`src/rtl/ecc_pkg.sv`:
```
// Shared types and widths for the ECC correction / scrub path.
`ifndef ECC_WORD_SIZE
`define ECC_WORD_SIZE 32
`endif
`ifndef ECC_RED_N_BITS
`define ECC_RED_N_BITS 12
`endif

package ecc_pkg;

    localparam int ECC_WORD_W = `ECC_WORD_SIZE;
    localparam int ECC_RED_W  = `ECC_RED_N_BITS;
    localparam int ECC_ADDR_W = 16;
    localparam int ECC_CNT_W  = 16;

    // Statistics counter slots
    localparam int ECC_N_CNT     = 2;
    localparam int ECC_CNT_CORR  = 0;
    localparam int ECC_CNT_UNC   = 1;

    typedef enum logic [1:0] {
        IDLE    = 2'd0,
        DECODE  = 2'd1,
        DELIVER = 2'd2
    } ecc_scrub_state_t;

endpackage

```
`src/rtl/ecc_sat_cnt.sv`:
```
// Saturating event counter; a clear always beats an increment in the same cycle.
module ecc_sat_cnt #(
    parameter int CNT_W = 16
) (
    input  logic             clk,
    input  logic             rst,
    input  logic             clr,
    input  logic             inc,
    output logic [CNT_W-1:0] cnt
);

    logic [CNT_W-1:0] cnt_reg;
    logic [CNT_W-1:0] cnt_next;

    // Next count: clear first, otherwise increment unless already all-ones
    always_comb begin
        cnt_next = cnt_reg;
        if (clr) begin
            cnt_next = '0;
        end else if (inc && (cnt_reg != {CNT_W{1'b1}})) begin
            cnt_next = cnt_reg + CNT_W'(1);
        end
    end

    // Count register
    always_ff @(posedge clk or posedge rst) begin
        if (rst) begin
            cnt_reg <= '0;
        end else begin
            cnt_reg <= cnt_next;
        end
    end

    assign cnt = cnt_reg;

endmodule

```
`src/rtl/ecc_corr_scrub.sv`:
```
// Read-path correction stage: feeds the BCH decoder, applies its mask,
// delivers corrected words, optionally writes them back re-encoded, and
// keeps saturating corrected / uncorrectable statistics.
module ecc_corr_scrub
    import ecc_pkg::*;
#(
    parameter int WORD_W = ECC_WORD_W,
    parameter int RED_W  = ECC_RED_W,
    parameter int ADDR_W = ECC_ADDR_W,
    parameter int CNT_W  = ECC_CNT_W
) (
    input  logic              clk,
    input  logic              rst,
    // raw read word
    input  logic              rd_valid,
    output logic              rd_ready,
    input  logic [ADDR_W-1:0] rd_addr,
    input  logic [WORD_W-1:0] rd_data,
    input  logic [RED_W-1:0]  rd_ecc,
    input  logic              scrub_en,
    // decoder
    output logic [WORD_W-1:0] dec_read_bits,
    output logic [RED_W-1:0]  dec_read_ecc,
    input  logic [WORD_W-1:0] dec_msk,
    input  logic              dec_err_det,
    // encoder
    output logic [WORD_W-1:0] enc_write_bits,
    input  logic [RED_W-1:0]  enc_write_ecc,
    // corrected output
    output logic              out_valid,
    input  logic              out_ready,
    output logic [WORD_W-1:0] out_data,
    output logic              out_uncorr,
    // write-back
    output logic              wb_valid,
    input  logic              wb_ready,
    output logic [ADDR_W-1:0] wb_addr,
    output logic [WORD_W-1:0] wb_data,
    output logic [RED_W-1:0]  wb_ecc,
    // statistics
    input  logic              clr_stats,
    output logic [CNT_W-1:0]  corr_cnt,
    output logic [CNT_W-1:0]  uncorr_cnt
);

    ecc_scrub_state_t state_reg, state_next;

    // Captured read word; stays put from accept until the word is retired
    logic [ADDR_W-1:0] addr_reg;
    logic [WORD_W-1:0] data_reg;
    logic [RED_W-1:0]  ecc_reg;
    logic              scrub_reg;

    // Decode results captured at the end of DECODE
    logic [WORD_W-1:0] corr_reg;
    logic              unc_reg;
    logic [RED_W-1:0]  wb_ecc_reg;

    // Outstanding handshakes while in DELIVER
    logic              out_pend_reg, out_pend_next;
    logic              wb_pend_reg, wb_pend_next;

    logic [WORD_W-1:0] corr_comb;
    logic              fix_comb;
    logic              unc_comb;
    logic              accept;
    logic              sample;

    logic [ECC_N_CNT-1:0] cnt_inc;
    logic [CNT_W-1:0]     cnt_val [ECC_N_CNT];

    // Correction arithmetic. A non-zero mask is authoritative even when the
    // decoder does not flag an error; "uncorrectable" means detected but no fix.
    assign corr_comb = data_reg ^ dec_msk;
    assign fix_comb  = |dec_msk;
    assign unc_comb  = dec_err_det & ~fix_comb;

    // Decoder/encoder feeds come straight from the captured word
    assign dec_read_bits  = data_reg;
    assign dec_read_ecc   = ecc_reg;
    assign enc_write_bits = corr_comb;

    // Next-state and handshake bookkeeping
    always_comb begin
        state_next    = state_reg;
        rd_ready      = 1'b0;
        accept        = 1'b0;
        sample        = 1'b0;
        out_pend_next = out_pend_reg;
        wb_pend_next  = wb_pend_reg;
        case (state_reg)
            IDLE: begin
                rd_ready = 1'b1;
                if (rd_valid) begin
                    accept     = 1'b1;
                    state_next = DECODE;
                end
            end
            DECODE: begin
                sample        = 1'b1;
                out_pend_next = 1'b1;
                wb_pend_next  = fix_comb & scrub_reg & ~unc_comb;
                state_next    = DELIVER;
            end
            DELIVER: begin
                if (out_pend_reg && out_ready) begin
                    out_pend_next = 1'b0;
                end
                if (wb_pend_reg && wb_ready) begin
                    wb_pend_next = 1'b0;
                end
                if (!out_pend_next && !wb_pend_next) begin
                    state_next = IDLE;
                end
            end
            default: begin
                state_next    = IDLE;
                out_pend_next = 1'b0;
                wb_pend_next  = 1'b0;
            end
        endcase
    end

    // State and pending-handshake registers
    always_ff @(posedge clk or posedge rst) begin
        if (rst) begin
            state_reg    <= IDLE;
            out_pend_reg <= 1'b0;
            wb_pend_reg  <= 1'b0;
        end else begin
            state_reg    <= state_next;
            out_pend_reg <= out_pend_next;
            wb_pend_reg  <= wb_pend_next;
        end
    end

    // Capture the read word on accept and the decode result at end of DECODE
    always_ff @(posedge clk or posedge rst) begin
        if (rst) begin
            addr_reg   <= '0;
            data_reg   <= '0;
            ecc_reg    <= '0;
            scrub_reg  <= 1'b0;
            corr_reg   <= '0;
            unc_reg    <= 1'b0;
            wb_ecc_reg <= '0;
        end else begin
            if (accept) begin
                addr_reg  <= rd_addr;
                data_reg  <= rd_data;
                ecc_reg   <= rd_ecc;
                scrub_reg <= scrub_en;
            end
            if (sample) begin
                corr_reg   <= corr_comb;
                unc_reg    <= unc_comb;
                wb_ecc_reg <= enc_write_ecc;
            end
        end
    end

    // Output side: each channel's valid is just its pending flag, so data
    // stays frozen in the capture registers until that handshake completes.
    assign out_valid  = out_pend_reg;
    assign out_data   = unc_reg ? data_reg : corr_reg;
    assign out_uncorr = unc_reg;
    assign wb_valid   = wb_pend_reg;
    assign wb_addr    = addr_reg;
    assign wb_data    = corr_reg;
    assign wb_ecc     = wb_ecc_reg;

    // Counters bump at the edge that enters DELIVER, once per word
    assign cnt_inc[ECC_CNT_CORR] = sample & fix_comb & ~unc_comb;
    assign cnt_inc[ECC_CNT_UNC]  = sample & unc_comb;

    for (genvar gi = 0; gi < ECC_N_CNT; gi++) begin : g_cnt
        ecc_sat_cnt #(
            .CNT_W (CNT_W)
        ) u_cnt (
            .clk (clk),
            .rst (rst),
            .clr (clr_stats),
            .inc (cnt_inc[gi]),
            .cnt (cnt_val[gi])
        );
    end

    assign corr_cnt   = cnt_val[ECC_CNT_CORR];
    assign uncorr_cnt = cnt_val[ECC_CNT_UNC];

endmodule

```
`config.mk`:
```
export PLATFORM = sky130hd
export DESIGN_NAME = ecc_corr_scrub
export DESIGN_NICKNAME = d
export VERILOG_FILES = /design/src/rtl/ecc_pkg.sv /design/src/rtl/ecc_sat_cnt.sv /design/src/rtl/ecc_corr_scrub.sv
export SDC_FILE = /design/constraint.sdc
export NUM_CORES = 1
export LEC_CHECK = 0
export CAP_MARGIN = 25
export CORE_AREA = 4 4 128 130
export DETAILED_ROUTE_END_ITERATION = 8
export DIE_AREA = 0 0 132 134
export PLACE_DENSITY = 0.86
export SLEW_MARGIN = 25
export SYNTH_ARGS = -nofsm -noshare
export SYNTH_HDL_FRONTEND = slang
export SYNTH_SLANG_ARGS = --single-unit
```
`constraint.sdc`:
```
create_clock -name clk -period 7.93 [get_ports clk]
set_clock_uncertainty 0.1 [all_clocks]
set_input_delay 1.586 -clock clk [delete_from_list [all_inputs] [get_ports clk]]
set_output_delay 1.586 -clock clk [all_outputs]
set_load 0.005 [all_outputs]
```
==> summary.md, run 1 <==
| Metric | Value |
|---|---|
| Maxcap violations | `0` |
| Syn_nets | `711` |
| Boundary Pins | `316` |
| Syn-to-layout area delta | `57.3%` |
| Hold Vio Cnt, Final | `0` |
| Yosys warning count | `0` |
| Vias in the first global route | `6,193` |
| Req. time, crit path | `6.24 ns` |
| Die Ht | `134 µm` |
| Port Buffers | `315` |
| DR DRC count | `0` |
| Fmax | `0.217 GHz` |
| Worst hold slack | `0.409 ns` |
| Critical path arrival | `2.93 ns` |
| First-pass GRT wire length | `35,200 µm` |
| Post-Syn Area | `6780 µm²` |
| # setup viols final | `0` |
| Cell area power density | `368 nW/µm²` |
| CTS Sinks | `142` |
| Combinational group share of total power | `0.473` |
| Setup ws final | `3.31 ns` |
| Crit start category | `input pin` |
| Reg-to-reg setup timing slack | `4.94 ns` |
| Top cell type by total area after synthesis | `dfrtp_1` |
| Reg power frac | `0.325` |
| Avg Inst Size Synth | `11.4 µm²` |
| CP Class | `in2out` |
| CP Capture Type | `output pin` |
| Remaining Overflow, GRT | `0` |
| Top_reg_cell synth | `dfrtp_1` |
| EDFF count, synth | `0` |
| Core area | `15,100 µm²` |
| Slew margin rel. | `0.394` |
| Die area | `17,700 µm²` |
| Row cnt | `45` |
| Hold-fix buffers, CTS | `0` |
| Hold_sp | `dec_read_ecc[0]` |
| Leak Pwr | `4.33 nW` |
| Outcome | `completed` |
| FF-to-FF path depth | `6` |
| Post_cts resized | `0` |
| Fin. max-slew vios | `0` |
| Pre-CTS setup slack | `3.32 ns` |
| Initial antenna violation count | `0` |
| Share of layout cells above drive strength 1 | `0.180` |
| Pre-Repair DR Iteration Count | `5` |
| Placed inst area | `10,100 µm²` |
| Final nets | `1,023` |
| Distinct cells, synth | `44` |
| Worst Setup SP | `dec_msk[6]` |
| Share of the synthesized area in the top cell type | `0.524` |
| H-tree depth | `4` |
| WL/cell | `20.8 µm` |
| Non-Filler Instances | `1,105` |
| Tot Pwr | `3.93 mW` |
| DRT iter0 DRCs | `399` |
| Register clock-pin slew on the reported worst setup and hold paths | `0.06 ns` |
| RSZ-0062 raised after global routing | `no` |
| Switching power of the nets | `1.27 mW` |
| Largest cells by area after synthesis | `dfrtp_1, mux2_2, nor2_1` |
| CTS tree | `done` |
| Syn Inst Count | `594` |
| Setup TNS Final | `0 ns` |
| Final min period | `4.62 ns` |
| Post-DP HPWL | `16,600 µm` |
| Worst setup path end | `enc_write_bits[6]` |
| WL final | `23,000 µm` |
| Die width | `132 µm` |
| Clock share of power | `0.202` |
| Clock buffer depth | `2` |
| DRT antenna net count | `0` |
| Util after Layout | `0.704` |
| Sequential fraction of the synthesis area | `0.524` |
| Reg-to-reg startpoint | `state_reg[1]` |
| Int Pwr | `2.66 mW` |
| CTS Buf Count | `17` |
| Peak VDD IR | `215 µV` |
| Postcts setup bufs | `0` |
| Flop and latch count out of synthesis | `142` |
| Post-route cell area | `10,700 µm²` |
| Clk root buf | `clkbuf_16` |
| Vias per cell | `5.39` |
| RR Endpoint | `g_cnt[0].u_cnt.cnt[13]` |
| Tcrit/Tclk final | `0.582` |
| Asr flop ratio synth | `1.00` |
| Worst-skew pair later-pin latency | `0.42 ns` |
| Largest net degree at the start of global routing | `75` |
| Gr usage total | `0.257` |
| N_diodes | `0` |
| Maximum fanout along the worst path | `2` |
| Least-Margin Pin Slew | `0.909 ns` |
| Via count | `5,957` |
| Min-Delay Path Class | `reg2reg` |
| Sw Ratio | `0.323` |
| Placed Cells incl. Taps | `1,075` |
| Routability cong. | `0.932` |
| Effective utilization at floorplan | `0.447` |
cell usage in the layout, fill, tap and decap left out, types with 3 or more instances in the layout:
| cell type | instances |
|---|---|
| a21oi_1 | 19 |
| buf_4 | 6 |
| clkbuf_16 | 17 |
| clkbuf_8 | 5 |
| clkdlybuf4s50_1 | 315 |
| clkinv_2 | 3 |
| dfrtp_1 | 141 |
| ha_1 | 4 |
| inv_1 | 7 |
| mux2_2 | 118 |
| nand2_1 | 13 |
| nand3_1 | 13 |
| nand4_1 | 6 |
| nor2_1 | 116 |
| nor2b_1 | 16 |
| nor3_1 | 3 |
| nor4_1 | 11 |
| o21ai_0 | 9 |
| o31ai_1 | 11 |
| or4_1 | 14 |
| xor2_1 | 32 |
how the worst min path moves through the flow:
stage	end	slack, ns	depth (start not counted)
finish	dec_read_ecc[0]	0.41	1
global route	dec_read_ecc[0]	0.42	1
CTS	wb_addr[7]	0.41	1
detailed placement	wb_addr[7]	0.39	1
global placement	dec_read_ecc[0]	0.39	1
floorplan	state_reg[1]	0.37	2
power by group through the flow:
| stage | Sequential (mW) | Combinational, mW | Clock (mW) |
|---|---|---|---|
| 2_1_floorplan | 1.24 | 0.657 | 0 |
| 3_3_place_gp | 1.26 | 1.81 | 0 |
| 3_5_place_dp | 1.27 | 1.84 | 0 |
| 4_1_cts | 1.27 | 1.87 | 0.804 |
| 5_1_grt | 1.31 | 1.97 | 0.835 |
| 6_report | 1.27 | 1.86 | 0.794 |
synthesized netlist by cell type, types with 5 or more instances:
cell      number
mux2_2       118
nor2b_1       16
o31ai_1       11
or4_1         14
clkbuf_1      15
a21oi_1       19
nand4_1        6
xor2_1        32
nand3_1       13
inv_1          8
ha_1           5
nor4_1        11
nor2_1       116
nand2_1       14
o21ai_0        9
dfrtp_1      142
buf_1          6
worst max-delay path, stage by stage:
cell,delay (ns)
clkdlybuf4s50_1,0.51
xor2_1,0.28
clkdlybuf4s50_1,0.56
logic make-up (layout without fill, tap and decap cells):
| family | count (synthesis) | after routing | synth area share |
|---|---|---|---|
| muxes | 119 | 119 | 0.198 |
| AOI/OAI and AO/OA | 48 | 48 | 0.0454 |
| buffers and inverters | 37 | 360 | 0.0283 |
| xor gates and xnor gates | 33 | 33 | 0.0427 |
| DFF | 142 | 142 | 0.524 |
| adders and majority gates | 5 | 5 | 0.00923 |
| and+or+nand+nor | 210 | 210 | 0.152 |
per-layer routing:
layer / vias to the layer above / routed length (µm) / GRT usage
met4: 0 / 802 / 0.105
met5: - / 0 / 0
met2: 243 / 12000 / 0.448
met1: 2965 / 8520 / 0.296
met3: 52 / 1670 / 0.0780
li1: 2697 / - / -
final cells by class:
type                       instances  area [µm²]
timing repair buffer             321        3200
clock inverter                     6        82.6
multi-input combinational        415        3050
tap                              188         235
fill                            1099        4490
clock buffer                      24         502
sequential                       142        3550
inverter                           9        38.8
Power figures use the tool's default switching activity.
==> run 2: changes to the inputs <==
- CORE_AREA: 4 4 128 130 -> 4 4 133 135
- DIE_AREA: 0 0 132 134 -> 0 0 137 139
- PLACE_DENSITY: 0.86 -> 0.8
- clock period: 7.93 -> 4.84 ns (I/O delays scaled with it)
==> run 2 against run 1 <==
Compared with the run above: sequential share of layout area shrank 0.23 points; combinational power grew 62%; utilization shrank 5.2 points; worst hold slack lost 0.0024 ns; first-iteration DRC count shrank 46%; global-route usage shrank 2.1 points; power grew 63%; critical path depth grew 4; routed wire length shrank 3.8%; final cell count grew 3.4%; non-clock buffer count grew 3; via count shrank 2.6%; critical path type is now in2reg; highest routed layer unchanged.
==> summary.md, run 2 (same netlist as run 1, synthesis figures left out) <==
| Metric | Value |
|---|---|
| Die area | `19,000 µm²` |
| Die Ht | `139 µm` |
| Leak Pwr | `4.35 nW` |
| Worst-skew pair later-pin latency | `0.42 ns` |
| Critical path arrival | `3.70 ns` |
| Initial antenna violation count | `1` |
| Tot Pwr | `6.39 mW` |
| CTS Sinks | `142` |
| Clk root buf | `clkbuf_16` |
| Remaining Overflow, GRT | `0` |
| Fillers | `1,293` |
| Final min period | `3.50 ns` |
| DRT antenna net count | `0` |
| # setup viols final | `0` |
| Post-route cell area | `10,700 µm²` |
| Syn-to-layout area delta | `58.4%` |
| Maximum fanout along the worst path | `7` |
| Setup TNS Final | `0 ns` |
| Req. time, crit path | `5.04 ns` |
| Peak VDD IR | `342 µV` |
| Clock buffer depth | `2` |
| Tcrit/Tclk final | `0.723` |
| Postcts setup bufs | `0` |
| Boundary Pins | `316` |
| Maxcap violations | `0` |
| Core area | `16,500 µm²` |
| Final nets | `1,026` |
| DRT iter0 DRCs | `215` |
| Reg-to-reg startpoint | `state_reg[1]` |
| H-tree depth | `4` |
| Most common cell after layout, fill and taps aside | `clkdlybuf4s50_1` |
| Pre-Repair DR Iteration Count | `4` |
| Most used cell, CP | `nand4_1` |
| Hold_sp | `state_reg[1]` |
| Die width | `137 µm` |
| WL final | `22,100 µm` |
| Placed inst area | `10,100 µm²` |
| RSZ-0062 raised after global routing | `no` |
| Share of layout cells above drive strength 1 | `0.181` |
| Routability cong. | `0.841` |
| Least-Margin Pin Slew | `0.915 ns` |
| Worst path cell trace | `clkdlybuf4s50_1 -> nor4_1 -> nand4_1 -> a2111oi_2 -> buf_4 -> nand4_1 -> mux2_2` |
| Commonest non-fill, non-tap cells in the layout | `clkdlybuf4s50_1, dfrtp_1, mux2_2` |
| Min-Delay Path Class | `reg2reg` |
| CTS Buf Count | `17` |
| Cell area power density | `596 nW/µm²` |
| CP Class | `in2reg` |
| Crit start category | `input pin` |
| WL/cell | `19.3 µm` |
| Hold Vio Cnt, Final | `0` |
| Row cnt | `47` |
| Vias in the first global route | `6,030` |
| Slew margin rel. | `0.390` |
| Largest net degree at the start of global routing | `60` |
| Post_cts resized | `0` |
| Effective utilization at floorplan | `0.411` |
| Gr usage total | `0.236` |
| CP Capture Type | `flip-flop` |
| Worst Setup SP | `dec_msk[10]` |
| Hold-fix buffers, CTS | `0` |
| Port Buffers | `315` |
| Reg-to-reg setup timing slack | `2.12 ns` |
| CTS tree | `done` |
| Outcome | `completed` |
| Via count | `5,805` |
| Register clock-pin slew on the reported worst setup and hold paths | `0.06 ns` |
| Critical-path top delay cell | `a2111oi_2` |
| Fmax | `0.286 GHz` |
| Vias per cell | `5.08` |
| Worst path max stage delay | `0.72 ns` |
| Post-DP HPWL | `16,600 µm` |
| DR DRC count | `0` |
| First-pass GRT wire length | `34,600 µm` |
| Fin. max-slew vios | `0` |
## run 2: path summary, 6_finish.rpt
check,to,cells after the start
worst min-delay path,state_reg[1],2
worst max-delay path,g_cnt[1].u_cnt.cnt[3],7
worst max register to register,g_cnt[1].u_cnt.cnt[3],7
max in group asynchronous,out_uncorr,3
min in group asynchronous,wb_ecc[2],2
worst min register to register,state_reg[1],2
## run 2: cell type report
class	count	area, µm²	area share
inverter	9	37.5	0.00350
antenna	1	2.50	0.000233
timing repair buffer	324	3230	0.301
clock buffer	27	513	0.0478
multi-input combinational	415	3040	0.283
clock inverter	5	77.6	0.00723
sequential	142	3550	0.331
tap	220	275	0.0257
## run 2: layer usage
metal,up-vias,global-route usage,part of all wire
met5,-,0,0
met4,0,0.0898,0.026
met3,31,0.0758,0.074
met2,204,0.393,0.51
met1,2863,0.283,0.39
li1,2707,-,-
## run 2: per-stage QoR
stage,std cells,hold WS (ns),util,setup slack [ns]
2_1_floorplan,594,0.374,-,1.99
3_3_place_gp,1110,0.388,0.616,0.927
3_5_place_dp,1110,0.394,0.616,0.861
4_1_cts,1142,0.408,0.651,1.31
5_1_grt,1143,0.421,0.652,1.13
6_report,1143,0.407,0.652,1.34
## run 2: critical path, delay by kind of cell
kind / cells / cell delay [ns]
buffers and inverters: 2 / 0.73
multiplexers: 1 / 0.28
AO/OA/AOI/OAI: 1 / 0.72
AND/OR/NAND/NOR: 3 / 1.00
## run 2: power breakdown
| part | total [mW] | internal (mW) | switching (mW) |
|---|---|---|---|
| combinational | 3.02 | 1.88 | 1.14 |
| clock | 1.31 | 0.827 | 0.480 |
| sequential | 2.07 | 1.66 | 0.408 |
| total | 6.39 | 4.37 | 2.03 |
==> run 3: changes to the inputs <==
- clock period: 4.84 -> 3.37 ns (I/O delays scaled with it)
==> run 3 against run 2 <==
Compared with the run above: utilization grew 1.1 points; via count grew 1.9%; largest cell class unchanged; final cell count grew 1.2%; global-route usage shrank 0.10 points; critical endpoint is now g_cnt[1].u_cnt.cnt[13]; clock power grew 56%; non-clock buffer count grew 15; first-iteration DRC count shrank 16%; critical path depth grew 1.
==> summary.md, run 3 (same netlist as run 1, synthesis figures left out) <==
| Metric | Value |
|---|---|
| Vias per cell | `5.11` |
| Hold-fix buffers, CTS | `0` |
| Core area | `16,500 µm²` |
| Combinational group share of total power | `0.466` |
| Clock share of power | `0.218` |
| Least-Margin Pin Slew | `0.761 ns` |
| Reg power frac | `0.316` |
| Vias in the first global route | `6,161` |
| Crit start category | `input pin` |
| DRT antenna net count | `0` |
| RSZ-0062 raised after global routing | `no` |
| Peak VDD IR | `508 µV` |
| Sw Ratio | `0.314` |
| Most common cell after layout, fill and taps aside | `clkdlybuf4s50_1` |
| CP Capture Type | `flip-flop` |
| Outcome | `completed` |
| WL/cell | `19.1 µm` |
| Cell family with most CP delay | `simple AND/OR/NAND/NOR gates` |
| Share of layout cells above drive strength 1 | `0.199` |
| Syn-to-layout area delta | `61.1%` |
| Tcrit/Tclk final | `0.869` |
| Initial antenna violation count | `0` |
| CTS Buf Count | `17` |
| RR Endpoint | `g_cnt[0].u_cnt.cnt[13]` |
| FF-to-FF path depth | `6` |
| Maximum fanout along the worst path | `8` |
| Largest net degree at the start of global routing | `86` |
| Pre-Repair DR Iteration Count | `4` |
| # setup viols final | `0` |
| Effective utilization at floorplan | `0.411` |
| Slew margin rel. | `0.489` |
| Routability cong. | `0.853` |
| Critical path arrival | `3.12 ns` |
| Placed Cells incl. Taps | `1,125` |
| Hold depth | `1` |
| Hold Vio Cnt, Final | `0` |
| Post_cts resized | `0` |
| Min-Delay Path Class | `reg2reg` |
| Switching power of the nets | `2.93 mW` |
| Worst-skew pair later-pin latency | `0.41 ns` |
| Non-Filler Instances | `1,157` |
| Clk root buf | `clkbuf_16` |
| Post-DP HPWL | `16,500 µm` |
| Int Pwr | `6.42 mW` |
| Clock buffer depth | `2` |
| Critical-path top delay cell | `clkdlybuf4s50_1` |
| Hold_sp | `wb_addr[11]` |
| CTS Sinks | `142` |
| DR DRC count | `0` |
| Fmax | `0.342 GHz` |
| Leak Pwr | `4.45 nW` |
| Final nets | `1,041` |
| Maxcap violations | `0` |
| Port Buffers | `315` |
| WP buf/inv | `3` |
| Setup TNS Final | `0 ns` |
| CP Class | `in2reg` |
| Cell area power density | `856 nW/µm²` |
| CTS tree | `done` |
| Commonest non-fill, non-tap cells in the layout | `clkdlybuf4s50_1, dfrtp_1, mux2_2` |
| First-pass GRT wire length | `34,500 µm` |
| Die width | `137 µm` |
| WL final | `22,100 µm` |
| End of the worst hold path | `wb_addr[11]` |
| H-tree depth | `4` |
| Req. time, crit path | `3.56 ns` |
| Reg-to-reg setup timing slack | `0.87 ns` |
| Gr usage total | `0.235` |
| N_diodes | `0` |
| Worst path cell trace | `clkdlybuf4s50_1 -> nor4_1 -> buf_4 -> nand4_1 -> buf_4 -> or2_0 -> nor4_1 -> mux2_2` |
| Remaining Overflow, GRT | `0` |
| Fin. max-slew vios | `0` |
| Die Ht | `139 µm` |
| Boundary Pins | `316` |
| Reg-to-reg startpoint | `g_cnt[0].u_cnt.cnt[0]` |
| Row cnt | `47` |
| Final min period | `2.93 ns` |
| Via count | `5,917` |
| Worst path max stage delay | `0.45 ns` |
| Die area | `19,000 µm²` |
| Postcts setup bufs | `0` |
| Register clock-pin slew on the reported worst setup and hold paths | `0.06 ns` |
| DRT iter0 DRCs | `180` |
[run 3: changes by cell type in the layout (fill, tap and decap cells not counted), sizes merged]
cell,change
clkinvlp,+1
clkbuf,-5
diode,-1
clkinv,+2
bufinv,+2
buf,+15
[run 3: layout make-up]
cell class	count	area [µm²]
Clock buffer	22	484
Clock inverter	10	159
Fill cell	1292	5550
Inverter	9	37.5
Multi-Input combinational cell	415	3040
Sequential cell	142	3550
Tap cell	220	275
Timing Repair Buffer	339	3370
[run 3: stage by stage]
stage / setup WS [ns] / hold slack (ns) / utilization / total power [mW] / cell area (µm²)
floorplan: 0.819 / 0.374 / - / 4.46 / 6780
global placement: 0.0962 / 0.387 / 0.624 / 7.29 / 10300
detailed placement: 0.0524 / 0.393 / 0.624 / 7.34 / 10300
CTS: 0.475 / 0.407 / 0.663 / 9.45 / 10900
global route: 0.305 / 0.420 / 0.663 / 9.87 / 10900
finish: 0.442 / 0.404 / 0.663 / 9.35 / 10900
[run 3: power groups by stage]
stage	Combinational (mW)	Sequential (mW)	Clock (mW)
5_1_grt	4.67	3.05	2.15
3_5_place_dp	4.37	2.97	0
2_1_floorplan	1.55	2.91	0
6_report	4.35	2.95	2.04
4_1_cts	4.42	2.96	2.08
3_3_place_gp	4.34	2.95	0
[run 3: how the worst max path moves through the flow]
stage	end	from	cells after the start
floorplan	dec_read_bits[0]	rst	1
global placement	g_cnt[1].u_cnt.cnt[13]	dec_msk[2]	6
detailed placement	g_cnt[1].u_cnt.cnt[13]	dec_msk[17]	8
CTS	g_cnt[1].u_cnt.cnt[13]	dec_msk[17]	8
global route	g_cnt[1].u_cnt.cnt[13]	dec_msk[17]	8
finish	g_cnt[1].u_cnt.cnt[13]	dec_msk[17]	8
[run 3: per-layer routing]
metal	up-vias	part of all wire	GRT usage
li1	2740	-	-
met1	2945	0.39	0.275
met2	198	0.51	0.399
met3	34	0.071	0.0722
met4	0	0.031	0.0961
met5	-	0	0
